File: src/rtl/multicycle_ctrl.sv
// Main control FSM for the multicycle MIPS datapath.
// Steps one instruction through fetch, decode, execute, memory and writeback,
// and waits on MemReady so memory latency may vary.
// Optional retired-instruction counter: define MULTICYCLE_CTRL_RETIRE_CNT_EN
// to add the RetireCnt output.
module multicycle_ctrl #(
    parameter int unsigned OPW = 6,
    parameter int unsigned STW = 4
) (
    input  logic           clk,
    input  logic           rst_n,
    input  logic           Run,
    input  logic [OPW-1:0] Opcode,
    input  logic           Zero,
    input  logic           MemReady,
    output logic           PCWrite,
    output logic           IorD,
    output logic           MemRead,
    output logic           MemWrite,
    output logic           IRWrite,
    output logic           RegDst,
    output logic           MemtoReg,
    output logic           RegWrite,
    output logic           ALUSrcA,
    output logic [1:0]     ALUSrcB,
    output logic [1:0]     ALUOp,
    output logic [1:0]     PCSource,
    output logic           Busy,
    output logic           Illegal,
    output logic [STW-1:0] State
`ifdef MULTICYCLE_CTRL_RETIRE_CNT_EN
    ,
    output logic [31:0]    RetireCnt
`endif
);

    localparam logic [OPW-1:0] OpLw    = OPW'(6'b100011);
    localparam logic [OPW-1:0] OpSw    = OPW'(6'b101011);
    localparam logic [OPW-1:0] OpRtype = OPW'(6'b000000);
    localparam logic [OPW-1:0] OpBeq   = OPW'(6'b000100);
    localparam logic [OPW-1:0] OpAddi  = OPW'(6'b001000);
    localparam logic [OPW-1:0] OpAndi  = OPW'(6'b001100);
    localparam logic [OPW-1:0] OpOri   = OPW'(6'b001101);
    localparam logic [OPW-1:0] OpSlti  = OPW'(6'b001010);
    localparam logic [OPW-1:0] OpJ     = OPW'(6'b000010);

    typedef enum logic [3:0] {
        StIdle    = 4'd0,
        StFetch   = 4'd1,
        StDecode  = 4'd2,
        StMemAdr  = 4'd3,
        StMemRd   = 4'd4,
        StMemWb   = 4'd5,
        StMemWr   = 4'd6,
        StRtypeEx = 4'd7,
        StRtypeWb = 4'd8,
        StBranch  = 4'd9,
        StItypeEx = 4'd10,
        StItypeWb = 4'd11,
        StJump    = 4'd12
    } state_e;

    state_e state;
    state_e end_state;

    logic op_mem;
    logic op_sw;
    logic op_rtype;
    logic op_beq;
    logic op_itype;
    logic op_jump;
    logic op_legal;

    // Opcode class decode; unknown or X opcodes fall to the default and read as illegal
    always_comb begin
        op_mem   = 1'b0;
        op_rtype = 1'b0;
        op_beq   = 1'b0;
        op_itype = 1'b0;
        op_jump  = 1'b0;
        case (Opcode)
            OpLw, OpSw:                     op_mem   = 1'b1;
            OpRtype:                        op_rtype = 1'b1;
            OpBeq:                          op_beq   = 1'b1;
            OpAddi, OpAndi, OpOri, OpSlti:  op_itype = 1'b1;
            OpJ:                            op_jump  = 1'b1;
            default: ;
        endcase
        op_sw     = (Opcode == OpSw);
        op_legal  = op_mem | op_rtype | op_beq | op_itype | op_jump;
        // Instruction boundary: Run is only looked at here and in IDLE
        end_state = Run ? StFetch : StIdle;
    end

    // State register and transitions
    always_ff @(posedge clk or negedge rst_n) begin
        if (!rst_n) begin
            state <= StIdle;
        end else begin
            case (state)
                StIdle:    if (Run) state <= StFetch;
                StFetch:   if (MemReady) state <= StDecode;
                StDecode: begin
                    if (op_mem)        state <= StMemAdr;
                    else if (op_rtype) state <= StRtypeEx;
                    else if (op_beq)   state <= StBranch;
                    else if (op_itype) state <= StItypeEx;
                    else if (op_jump)  state <= StJump;
                    else               state <= end_state;
                end
                StMemAdr:  state <= op_sw ? StMemWr : StMemRd;
                StMemRd:   if (MemReady) state <= StMemWb;
                StMemWb:   state <= end_state;
                StMemWr:   if (MemReady) state <= end_state;
                StRtypeEx: state <= StRtypeWb;
                StRtypeWb: state <= end_state;
                StBranch:  state <= end_state;
                StItypeEx: state <= StItypeWb;
                StItypeWb: state <= end_state;
                StJump:    state <= end_state;
                default:   state <= StIdle;
            endcase
        end
    end

    // Control outputs decoded from the state; only FETCH/BRANCH strobes see inputs
    always_comb begin
        PCWrite  = 1'b0;
        IorD     = 1'b0;
        MemRead  = 1'b0;
        MemWrite = 1'b0;
        IRWrite  = 1'b0;
        RegDst   = 1'b0;
        MemtoReg = 1'b0;
        RegWrite = 1'b0;
        ALUSrcA  = 1'b0;
        ALUSrcB  = 2'b00;
        ALUOp    = 2'b00;
        PCSource = 2'b00;
        Illegal  = 1'b0;
        Busy     = (state != StIdle);
        State    = STW'(state);
        case (state)
            StFetch: begin
                MemRead = 1'b1;
                ALUSrcB = 2'b01;
                IRWrite = MemReady;
                PCWrite = MemReady;
            end
            StDecode: begin
                ALUSrcB = 2'b11;
                Illegal = ~op_legal;
            end
            StMemAdr: begin
                ALUSrcA = 1'b1;
                ALUSrcB = 2'b10;
            end
            StMemRd: begin
                MemRead = 1'b1;
                IorD    = 1'b1;
            end
            StMemWb: begin
                MemtoReg = 1'b1;
                RegWrite = 1'b1;
            end
            StMemWr: begin
                MemWrite = 1'b1;
                IorD     = 1'b1;
            end
            StRtypeEx: begin
                ALUSrcA = 1'b1;
                ALUOp   = 2'b10;
            end
            StRtypeWb: begin
                RegDst   = 1'b1;
                RegWrite = 1'b1;
            end
            StBranch: begin
                ALUSrcA  = 1'b1;
                ALUOp    = 2'b01;
                PCSource = 2'b01;
                PCWrite  = Zero;
            end
            StItypeEx: begin
                ALUSrcA = 1'b1;
                ALUSrcB = 2'b10;
                ALUOp   = 2'b11;
            end
            StItypeWb: begin
                RegWrite = 1'b1;
            end
            StJump: begin
                PCSource = 2'b10;
                PCWrite  = 1'b1;
            end
            default: ;
        endcase
    end

`ifdef MULTICYCLE_CTRL_RETIRE_CNT_EN
    logic retire;

    // A legal instruction retires in the cycle its final state is left
    always_comb begin
        retire = (state == StMemWb) || (state == StRtypeWb) || (state == StBranch) ||
                 (state == StItypeWb) || (state == StJump) ||
                 ((state == StMemWr) && MemReady);
    end

    // Retired-instruction counter, wraps naturally at 2^32
    always_ff @(posedge clk or negedge rst_n) begin
        if (!rst_n) begin
            RetireCnt <= 32'd0;
        end else if (retire) begin
            RetireCnt <= RetireCnt + 32'd1;
        end
    end
`endif

endmodule
File: config.mk
export PLATFORM = sky130hd
export DESIGN_NAME = multicycle_ctrl
export DESIGN_NICKNAME = d
export VERILOG_FILES = /design/src/rtl/multicycle_ctrl.sv
export SDC_FILE = /design/constraint.sdc
export NUM_CORES = 1
export LEC_CHECK = 0
export ABC_AREA = 1
export BUFFER_PORTS_ARGS = -buffer_cell sky130_fd_sc_hd__buf_4
export CAP_MARGIN = 10
export CORE_MARGIN = 2
export CORE_UTILIZATION = 40
export CTS_CLUSTER_SIZE = 25
export DETAILED_ROUTE_END_ITERATION = 6
export PLACE_DENSITY = 0.82
export SLEW_MARGIN = 20
export SYNTH_ARGS = -nofsm -noshare
export SYNTH_HDL_FRONTEND = slang
export SYNTH_SLANG_ARGS = --single-unit
File: constraint.sdc
create_clock -name clk -period 3.6 [get_ports clk]
set_clock_uncertainty 0.1 [all_clocks]
set_input_delay 0.54 -clock clk [delete_from_list [all_inputs] [get_ports clk]]
set_output_delay 0.54 -clock clk [all_outputs]
set_load 0.05 [all_outputs]
# Word-level counts from Yosys, hierarchy flattened
# Index checks and enable logic that the tools add are counted.
[word_totals] regBits=4 latchBits=0 ram_bits=0 romBits=0 inputBits=11 output_inout_bits=21 word_cells=72 n_memories=0
[classes] add_sub_neg=0 mul=0 n_div=0 n_lt_le_gt_ge=0 n_eq_ne=24 shift=0 n_mux=30 n_bitwise=5 reduce_logical=12
[op_table] operator="4-bit 2-to-1 mux" n=9
[op_table] operator="4-bit one-hot mux with 9 select lines" n=1
[op_table] operator="6-bit by 4-bit equality test with 1-bit output, second input constant" n=4
[op_table] operator="4-bit equality test, second input constant" n=5
[op_table] operator="4-bit by 3-bit equality test with 1-bit output, second input constant" n=4
[op_table] operator="1-bit 2-to-1 mux" n=15
[op_table] operator="6-bit equality test, second input constant" n=2
[op_table] operator="2-bit one-hot mux with 3 select lines" n=2
[op_table] operator="4-bit by 2-bit equality test with 1-bit output, second input constant" n=2
[op_table] operator="2-bit != test, second input constant" n=4
[op_table] operator="2-bit OR reduction" n=4
[op_table] operator="4-bit OR reduction" n=2
[op_table] operator="6-bit by 2-bit equality test with 1-bit output, second input constant" n=1
[op_table] operator="6-bit by 3-bit equality test with 1-bit output, second input constant" n=1
[op_table] operator="6-bit logical NOT" n=1
[op_table] operator="5-bit OR reduction" n=1
[op_table] operator="4-bit by 1-bit equality test with 1-bit output, second input constant" n=1
[op_table] operator="4-bit logical NOT" n=1
[op_table] operator="1-bit bitwise OR" n=4
[op_table] operator="2-bit one-hot mux with 2 select lines" n=1
[op_table] operator="4-bit AND reduction" n=1
[op_table] operator="4-bit nonzero test" n=1
[op_table] operator="1-bit one-hot mux with 3 select lines" n=1
[op_table] operator="3-bit OR reduction" n=1
[op_table] operator="other kinds (2)" n=2

# Logic depth before layout (Yosys ltp)
# Gate-level depths: netlist of the first run.
[depth] ltp_word=9 ltp_mapped=10 depth_no_buf=10

# Worst setup path after synthesis of the first run
# OpenSTA, ideal clock, no wires.
[synth_timing] path_kind="register -> output" startpoint="reg state[0], in the netlist State[0]" endpoint="out Illegal" arrival_ps=2704 t_required_ps=2960 setup_slack_ps=256 path_stages_with_launch=6 n_path_buf=0 cell_sequence="dfrtp_1 inv_1 nand2_2 nor3_1 inv_1 nor4_1"
[synth_via] elab_chain_cells=2
[synth_rtl] item="from (decl)" line_no="63" source="state_e state;"
[synth_rtl] item="from (signal assigned)" line_no="98" source="state <= StIdle;"
[synth_rtl] item="from (signal assigned)" line_no="101" source="StIdle: if (Run) state <= StFetch;"
[synth_rtl] item="from (signal assigned)" line_no="102" source="StFetch: if (MemReady) state <= StDecode;"
[synth_rtl] item="4-bit by 2-bit equality test with 1-bit output" line_no="143" source="case (state)"
[synth_rtl] item="1-bit 2-to-1 mux" line_no="143"
[synth_rtl] item="to (decl)" line_no="29" source="output logic Illegal,"
# Every way passes these cells.

# Worst setup path in the final report of the first run
# Ends and elaborated chain as after synthesis.

==> results of run 1 <==
layer usage:
layer | share of wire | track usage
met1 | 0.39 | 0.2671
met2 | 0.49 | 0.3828
met3 | 0.12 | 0.04891
met4 | 0 | 0.05000
met5 | 0 | 0
worst min-delay path: stages:
cell and delay (ps):
buf_4 80, inv_1 80, nand2_1 80, nand2_1 50
cell usage after synthesis:
| cell | count | share of area |
|---|---|---|
| nor3_1 | 4 | 0.037 |
| a21oi_1 | 3 | 0.027 |
| nor2_4 | 2 | 0.041 |
| inv_2 | 3 | 0.021 |
| nor2_2 | 1 | 0.011 |
| o21ai_1 | 1 | 0.0091 |
| a211o_1 | 1 | 0.016 |
| o21ai_0 | 4 | 0.037 |
| nand2_2 | 3 | 0.034 |
| nor4_1 | 1 | 0.011 |
| nand2_1 | 34 | 0.23 |
| dfrtp_1 | 4 | 0.18 |
| nand3_1 | 7 | 0.064 |
| nor3_2 | 1 | 0.018 |
| o211ai_1 | 1 | 0.014 |
| a21oi_2 | 1 | 0.016 |
| nor2_1 | 16 | 0.11 |
| inv_1 | 17 | 0.12 |
how the worst max path moves through the flow:
| stage | cells past startpoint | endpoint | slack [ps] | start |
|---|---|---|---|---|
| after detailed placement | 6 | Illegal | 1480 | State[0] |
| final | 6 | Illegal | 1230 | State[0] |
| after global placement | 7 | Illegal | 1490 | Opcode[1] |
| after floorplan | 5 | Illegal | 260 | State[0] |
| after global routing | 6 | Illegal | 1090 | State[0] |
| after CTS | 6 | Illegal | 1220 | State[0] |
cells in the final DEF, fill, tap and decap left out, drive strengths merged:
master        n
o211ai        1
nand2        37
inv          20
nor4          1
nand3         7
dfrtp         4
nor2         19
dlygate4sd3   1
clkbuf        3
a21oi         4
o21ai         5
nor3          5
buf          31
a211o         1
cells by family (layout without fill, tap and decap cells):
family,Yosys count,count (layout),share of synthesized area
AND/OR/NAND/NOR,69,69,0.5607
buffers and inverters,20,55,0.1373
AO/OA/AOI/OAI,11,11,0.1190
flip-flops,4,4,0.1831
power breakdown:
part	internal (uW)	switching [uW]	total (uW)
sequential	62.1	26.8	89.0
clock	37.4	19.8	57.1
combinational	170	462	632
total	270	508	778
per-stage QoR:
step	util	instances	hold WS [ps]	worst slack, ps	power (uW)
finish	0.6465	154	523.0	1227	778.3
global route	0.6465	154	543.7	1092	827.6
CTS	0.6465	154	510.7	1215	778.3
detailed placement	0.6212	150	240.3	1484	716.6
global placement	0.6212	150	236.2	1489	709.9
floorplan	-	104	144.4	256.4	541.5
area by class of cell:
type	instances	area, um2
well taps	15	18.77
flip-flops and latches	4	100.1
clock buffers	3	22.52
fillers	130	454.2
multi-input cells	80	371.6
inverters	20	75.07
repair buffers	32	242.7
timing repair:
item                      in CTS  in global routing
hold buffers                   1                  0
hold endpoints to repair       4                  0
buffers inserted               0                  0
==> results.tsv, run 1 <==
stage	metric	value	unit
critical_path	Crit. End Element	primary output	
global_routing	total track usage	0.2189	
route	drt first pass iters	4	
finish	max FFs per register	4	
global_routing	grt ovf	0	
finish	Area Growth Syn to Fin	51.95	%
route	drt drc	0	
clock_network	Longest Clk Path Bufs	2	
clock_network	htree depth	1	
min_path	Hold Crit Class	in2reg	
timing	Max Clk Rate	421.4	MHz
finish	Nets	152	
logic_synthesis	Yosys cell types	18	
critical_path	Max FO, Critical Path	4	
floorplanning	core area	1285	um2
floorplanning	Die H	40.97	um
min_path	WHS Endpoint	State[1]	
logic_synthesis	sequential-to-total area share from yosys stat	0.1831	
clock_network	Num CTS Buffers	3	
critical_path	internal reg-to-reg setup slack	2060	ps
route	via density per instance	5.097	
timing	RSZ-0062 raised after global routing	no	
flow_run	max-cap viol count	0	
clock_network	clock sink count	4	
critical_path	Required @ worst endpoint	2960	ps
run_status	status	finished, final reports clean	
critical_path	FF-to-FF path depth	7	
clock_network	clock-pin transition on the worst setup and hold timing paths	40	ps
logic_synthesis	post-synthesis cell count	104	
finish	# diodes	0	
route	1st-iter DRT viols	26	
critical_path	critical path class	reg2out	
placement	GP Congestion	0.8446	
floorplanning	# IOs	32	
critical_path	max incr delay on CP	400	ps
timing	period utilisation layout	0.6592	
logic_synthesis	syn nets	115	
critical_path	Slowest-stage cell, CP	dfrtp_1	
placement	DP Wirelength	1373	um
pwr	worst vdd ir	737.7	uV
timing	Final min period	2373	ps
finish	fraction of layout cells with a size suffix above 1	0.3237	
route	routed length per instance	10.38	um
logic_synthesis	synthesized area	546.8	um2
finish	final instance area	830.8	um2
route	Final ANT Viol Nets	0	
clock_network	clock root buffer master	clkbuf_4	
critical_path	critical path buffer and inverter count	3	
critical_path	end of the worst register-to-register path	State[1]	
global_routing	initial antenna violation count	0	
timing	setup TNS	0	ps
critical_path	Crit path top cell by count	inv_1	
floorplanning	Std-Cell Rows	13	
clock_network	Clk Latency, worst-skew pair	240	ps
critical_path	Worst setup SP type	register	
timing	slew at the pin with the worst max-slew slack	366.3	ps
clock_network	CTS tree	built	
route	WL final	1598	um
timing	Final Max Slew Viols	0	
min_path	Hold Path Depth	4	
clock_network	CTS resizes	0	
critical_path	CP delay by family, top	simple AND/OR/NAND/NOR gates	
timing	final hold violation count	0	
critical_path	Worst Path Arrival	1730	ps
placement	dpl cell area	798.3	um2
placement	# port buffers	31	
min_path	worst hold path startpoint	MemReady	
timing	setup violators final	0	
logic_synthesis	syn_area_per_cell	5.257	um2
floorplanning	effective utilization at floorplan	0.4255	
floorplanning	die width	40.97	um
logic_synthesis	yosys warns	0	
pwr	static leakage	0.0005518	uW
timing	slew margin rel.	0.7549	
pwr	power per standard cell area	936.8	nW/um2
logic_synthesis	Seq cells post-synth	4	
global_routing	largest net degree at the start of global routing	9	
route	DR vias	785	
floorplanning	die footprint	1679	um2
critical_path	worst reg2reg startpoint	State[3]	
global_routing	vias in the first global route	604	
critical_path	critical path, cell by cell	inv_1 -> nand2_2 -> nor3_1 -> inv_1 -> nor4_1 -> buf_4	
global_routing	first-pass GRT wire length	2470	um
Note: power is estimated with default switching activity, not from simulation.
==> run 2: changes to the inputs <==
--- a/config.mk
+++ b/config.mk
@@ -5,14 +5,14 @@
 export SDC_FILE = /design/constraint.sdc
 export NUM_CORES = 1
 export LEC_CHECK = 0
-export ABC_AREA = 1
+export ABC_AREA = 0
 export BUFFER_PORTS_ARGS = -buffer_cell sky130_fd_sc_hd__buf_4
 export CAP_MARGIN = 10
 export CORE_MARGIN = 2
 export CORE_UTILIZATION = 40
 export CTS_CLUSTER_SIZE = 25
 export DETAILED_ROUTE_END_ITERATION = 6
-export PLACE_DENSITY = 0.82
+export PLACE_DENSITY = 0.8
 export SLEW_MARGIN = 20
 export SYNTH_ARGS = -nofsm -noshare
 export SYNTH_HDL_FRONTEND = slang
==> constraint.sdc (replaced) <==
create_clock -name clk -period 2.4 [get_ports clk]
set_clock_uncertainty 0.1 [all_clocks]
set_input_delay 0.36 -clock clk [delete_from_list [all_inputs] [get_ports clk]]
set_output_delay 0.36 -clock clk [all_outputs]
set_load 0.05 [all_outputs]
==> results.tsv, run 2 <==
stage	metric	value	unit	change
pwr	total power	1213	uW	+56%
floorplanning	die width	43.43	um	+6.0%
pwr	Clock Power Share	0.066		-0.007
logic_synthesis	dominant synthesized flop cell	dfrtp_1		
route	Final ANT Viol Nets	0		unchanged
clock_network	postcts setup bufs	0		unchanged
route	DR vias	831		+5.9%
timing	Max Clk Rate	442.7	MHz	
pwr	worst vdd ir	684.1	uV	-7.3%
global_routing	met1 Use GR	0.2296		-0.03751
critical_path	max incr delay on CP	690	ps	+290 ps
pwr	internal power	467.7	uW	+73%
global_routing	largest net degree at the start of global routing	18		+9
route	via density per instance	5.771		+13%
critical_path	Slowest-stage cell, CP	dfrtp_1		
timing	slew margin rel.	0.6251		-0.1298
logic_synthesis	ys async rst share	1.000		unchanged
finish	Area Growth Syn to Fin	48.09	%	
run_status	status	finished, final reports clean		
finish	commonest non-fill, non-tap cell in the layout	buf_4		
route	WL final	1837	um	+15%
pwr	Logic pwr share	0.792		-0.020
global_routing	first-pass GRT wire length	2898	um	+17%
pwr	Sequential Power Share	0.141		+0.027
logic_synthesis	post-synth top area cell	dfrtp_1		
finish	max FFs per register	4		unchanged
finish	Nets	141		-7.2%
logic_synthesis	Seq cells post-synth	4		unchanged
critical_path	Crit. End Element	primary output		
clock_network	clock-pin transition on the worst setup and hold timing paths	30	ps	about the same
timing	slew at the pin with the worst max-slew slack	562.3	ps	+196.0 ps
critical_path	critical path class	reg2out		
pwr	static leakage	0.0004398	uW	-20%
finish	most frequent cells in the layout	34 x buf_4, 12 x nor2_1, 11 x nand2_1, 8 x a21oi_1, 6 x o21ai_0		
clock_network	clock sink count	4		unchanged
logic_synthesis	Yosys cell types	37		+19
finish	Sequential Area	100.1	um2	unchanged
route	drt first pass iters	4		unchanged
floorplanning	effective utilization at floorplan	0.4176		-0.007864
critical_path	Worst Path Arrival	1800	ps	+70 ps
route	drt drc	0		unchanged
placement	# port buffers	31		unchanged
global_routing	initial antenna violation count	0		unchanged
timing	RSZ-0062 raised after global routing	no		
logic_synthesis	sequential-to-total area share from yosys stat	0.1610		-0.02210
timing	Final Max Slew Viols	0		unchanged
timing	period utilisation layout	0.9411		
clock_network	clock root buffer master	clkbuf_4		
logic_synthesis	syn_area_per_cell	6.345	um2	+21%
timing	Final min period	2259	ps	
critical_path	Required @ worst endpoint	1940	ps	-1020 ps
finish	final cell count without fillers	144		-6.5%
placement	Inst Count DP	140		-6.7%
logic_synthesis	most frequent cell after synthesis	nor2_1		
floorplanning	# IOs	32		unchanged
critical_path	Max FO, Critical Path	17		+13
global_routing	met2 usage	0.3761		-0.006693
logic_synthesis	share of the synthesized area in the top cell type	0.1610		-0.07244
global_routing	vias in the first global route	701		+16%
logic_synthesis	syn nets	109		-5.2%
logic_synthesis	largest cells by area after synthesis	dfrtp_1 16%, nor2_1 7.8%, nand2_1 6.6%		
logic_synthesis	post-synthesis cell count	98		-5.8%
global_routing	global routing usage on met3	0.02500		-0.02391
pwr	power per standard cell area	1317	nW/um2	+41%
timing	setup TNS	0	ps	unchanged
placement	dpl cell area	883.3	um2	+11%
logic_synthesis	EDFF count, synth	0		unchanged
placement	GP Congestion	0.8554		+1.3%
pwr	Psw	745.2	uW	+47%
route	routed length per instance	12.76	um	+23%
logic_synthesis	Post-synth top cells	13 x nor2_1, 11 x nand2_1, 8 x a21oi_1, 7 x nor3_1, 6 x o21ai_0		
finish	final instance area	920.9	um2	+11%
global_routing	grt ovf	0		unchanged
finish	# diodes	0		unchanged
floorplanning	Std-Cell Rows	14		+1
global_routing	total track usage	0.1979		-0.02091
clock_network	Clk Latency, worst-skew pair	230	ps	about the same
clock_network	htree depth	1		unchanged
critical_path	Worst setup SP type	register		
finish	fillcell total	152		+17%
flow_run	max-cap viol count	0		unchanged
logic_synthesis	yosys warns	0		unchanged
timing	final hold violation count	0		unchanged
clock_network	Num CTS Buffers	3		unchanged
route	1st-iter DRT viols	24		-7.7%
timing	setup violators final	0		unchanged
floorplanning	die footprint	1886	um2	+12%
finish	fraction of layout cells with a size suffix above 1	0.3594		+0.03563
floorplanning	Die H	43.43	um	+6.0%
min_path	Hold Crit Class	in2reg		
pwr	Net Sw Frac	0.6144		-0.03892
placement	DP Wirelength	1464	um	+6.7%
finish	Multi-input gate area	494.2	um2	+33%
floorplanning	core area	1489	um2	+16%
clock_network	CTS tree	built		
critical_path	critical path, cell by cell	nor2b_1 -> a21oi_1 -> o22ai_2 -> buf_4		
global_routing	GRT busiest layer	met2		
logic_synthesis	synthesized area	621.8	um2	+14%
clock_network	Longest Clk Path Bufs	2		unchanged
-- run 2: final timing paths --
check / to / slack (ps) / cells after the start / from
min: State[0] / 340 / 3 / Run
max reg2reg: State[2] / 470 / 5 / State[0]
max in group asynchronous: State[0] / 1740 / 2 / rst_n
min in group asynchronous: State[2] / 360 / 2 / rst_n
min reg2reg: State[0] / 730 / 3 / State[3]
max: RegWrite / 140 / 4 / State[0]
-- run 2: layout make-up --
cell class	instances	area share
Tap cell	16	0.02174
Sequential cell	4	0.1087
Timing Repair Buffer	35	0.2880
Clock buffer	3	0.02446
Inverter	5	0.02038
Multi-Input combinational cell	81	0.5367
-- run 2: per-stage QoR --
step | setup WS [ps] | hold WS, ps | util
after floorplan | -408.2 | -35.59 | -
after global placement | 429.7 | 56.67 | 0.5933
after detailed placement | 363.5 | 57.67 | 0.5933
after CTS | 117.3 | 342.2 | 0.6151
after global routing | 1.833 | 342.5 | 0.6185
final | 141.3 | 344.6 | 0.6185
-- run 2: cells by family (layout without fill, tap and decap cells) --
| kind of cell | count (synthesis) | in the layout | share of synthesized area |
|---|---|---|---|
| xor+xnor | 1 | 1 | 0.01409 |
| mux | 1 | 1 | 0.02414 |
| compound gates | 34 | 34 | 0.3642 |
| flops | 4 | 4 | 0.1610 |
| buf+inv | 13 | 43 | 0.09256 |
| simple gates | 45 | 45 | 0.3441 |
-- run 2: power by group through the flow --
| stage | Sequential (uW) | Clock, uW | Combinational, uW |
|---|---|---|---|
| final | 172 | 80.6 | 961 |
| after global routing | 179 | 89.1 | 1020 |
| after CTS | 168 | 82.1 | 962 |
| after detailed placement | 169 | 0 | 957 |
| after global placement | 166 | 0 | 954 |
| after floorplan | 195 | 0 | 683 |
-- run 2: metal layers --
metal  wire, um  vias to the layer above  part of all wire
li1           -                      424                 -
met1        783                      378              0.43
met2        959                       29              0.52
met3         94                        0             0.051
met4          0                        0                 0
met5          0                        -                 0
-- run 2: worst max-delay path, delay by kind of cell (launching register included) --
family | cells | cell delay [ps]
AOI/OAI and AO/OA | 2 | 320
buffers and inverters | 1 | 220
DFF | 1 | 690
and+or+nand+nor | 1 | 330
-- run 2: what timing repair did --
action | in CTS | in global routing
setup endpoints to repair | 0 | 1
resized for setup | 0 | 1
hold buffers | 1 | 0
hold endpoints to repair | 4 | 0
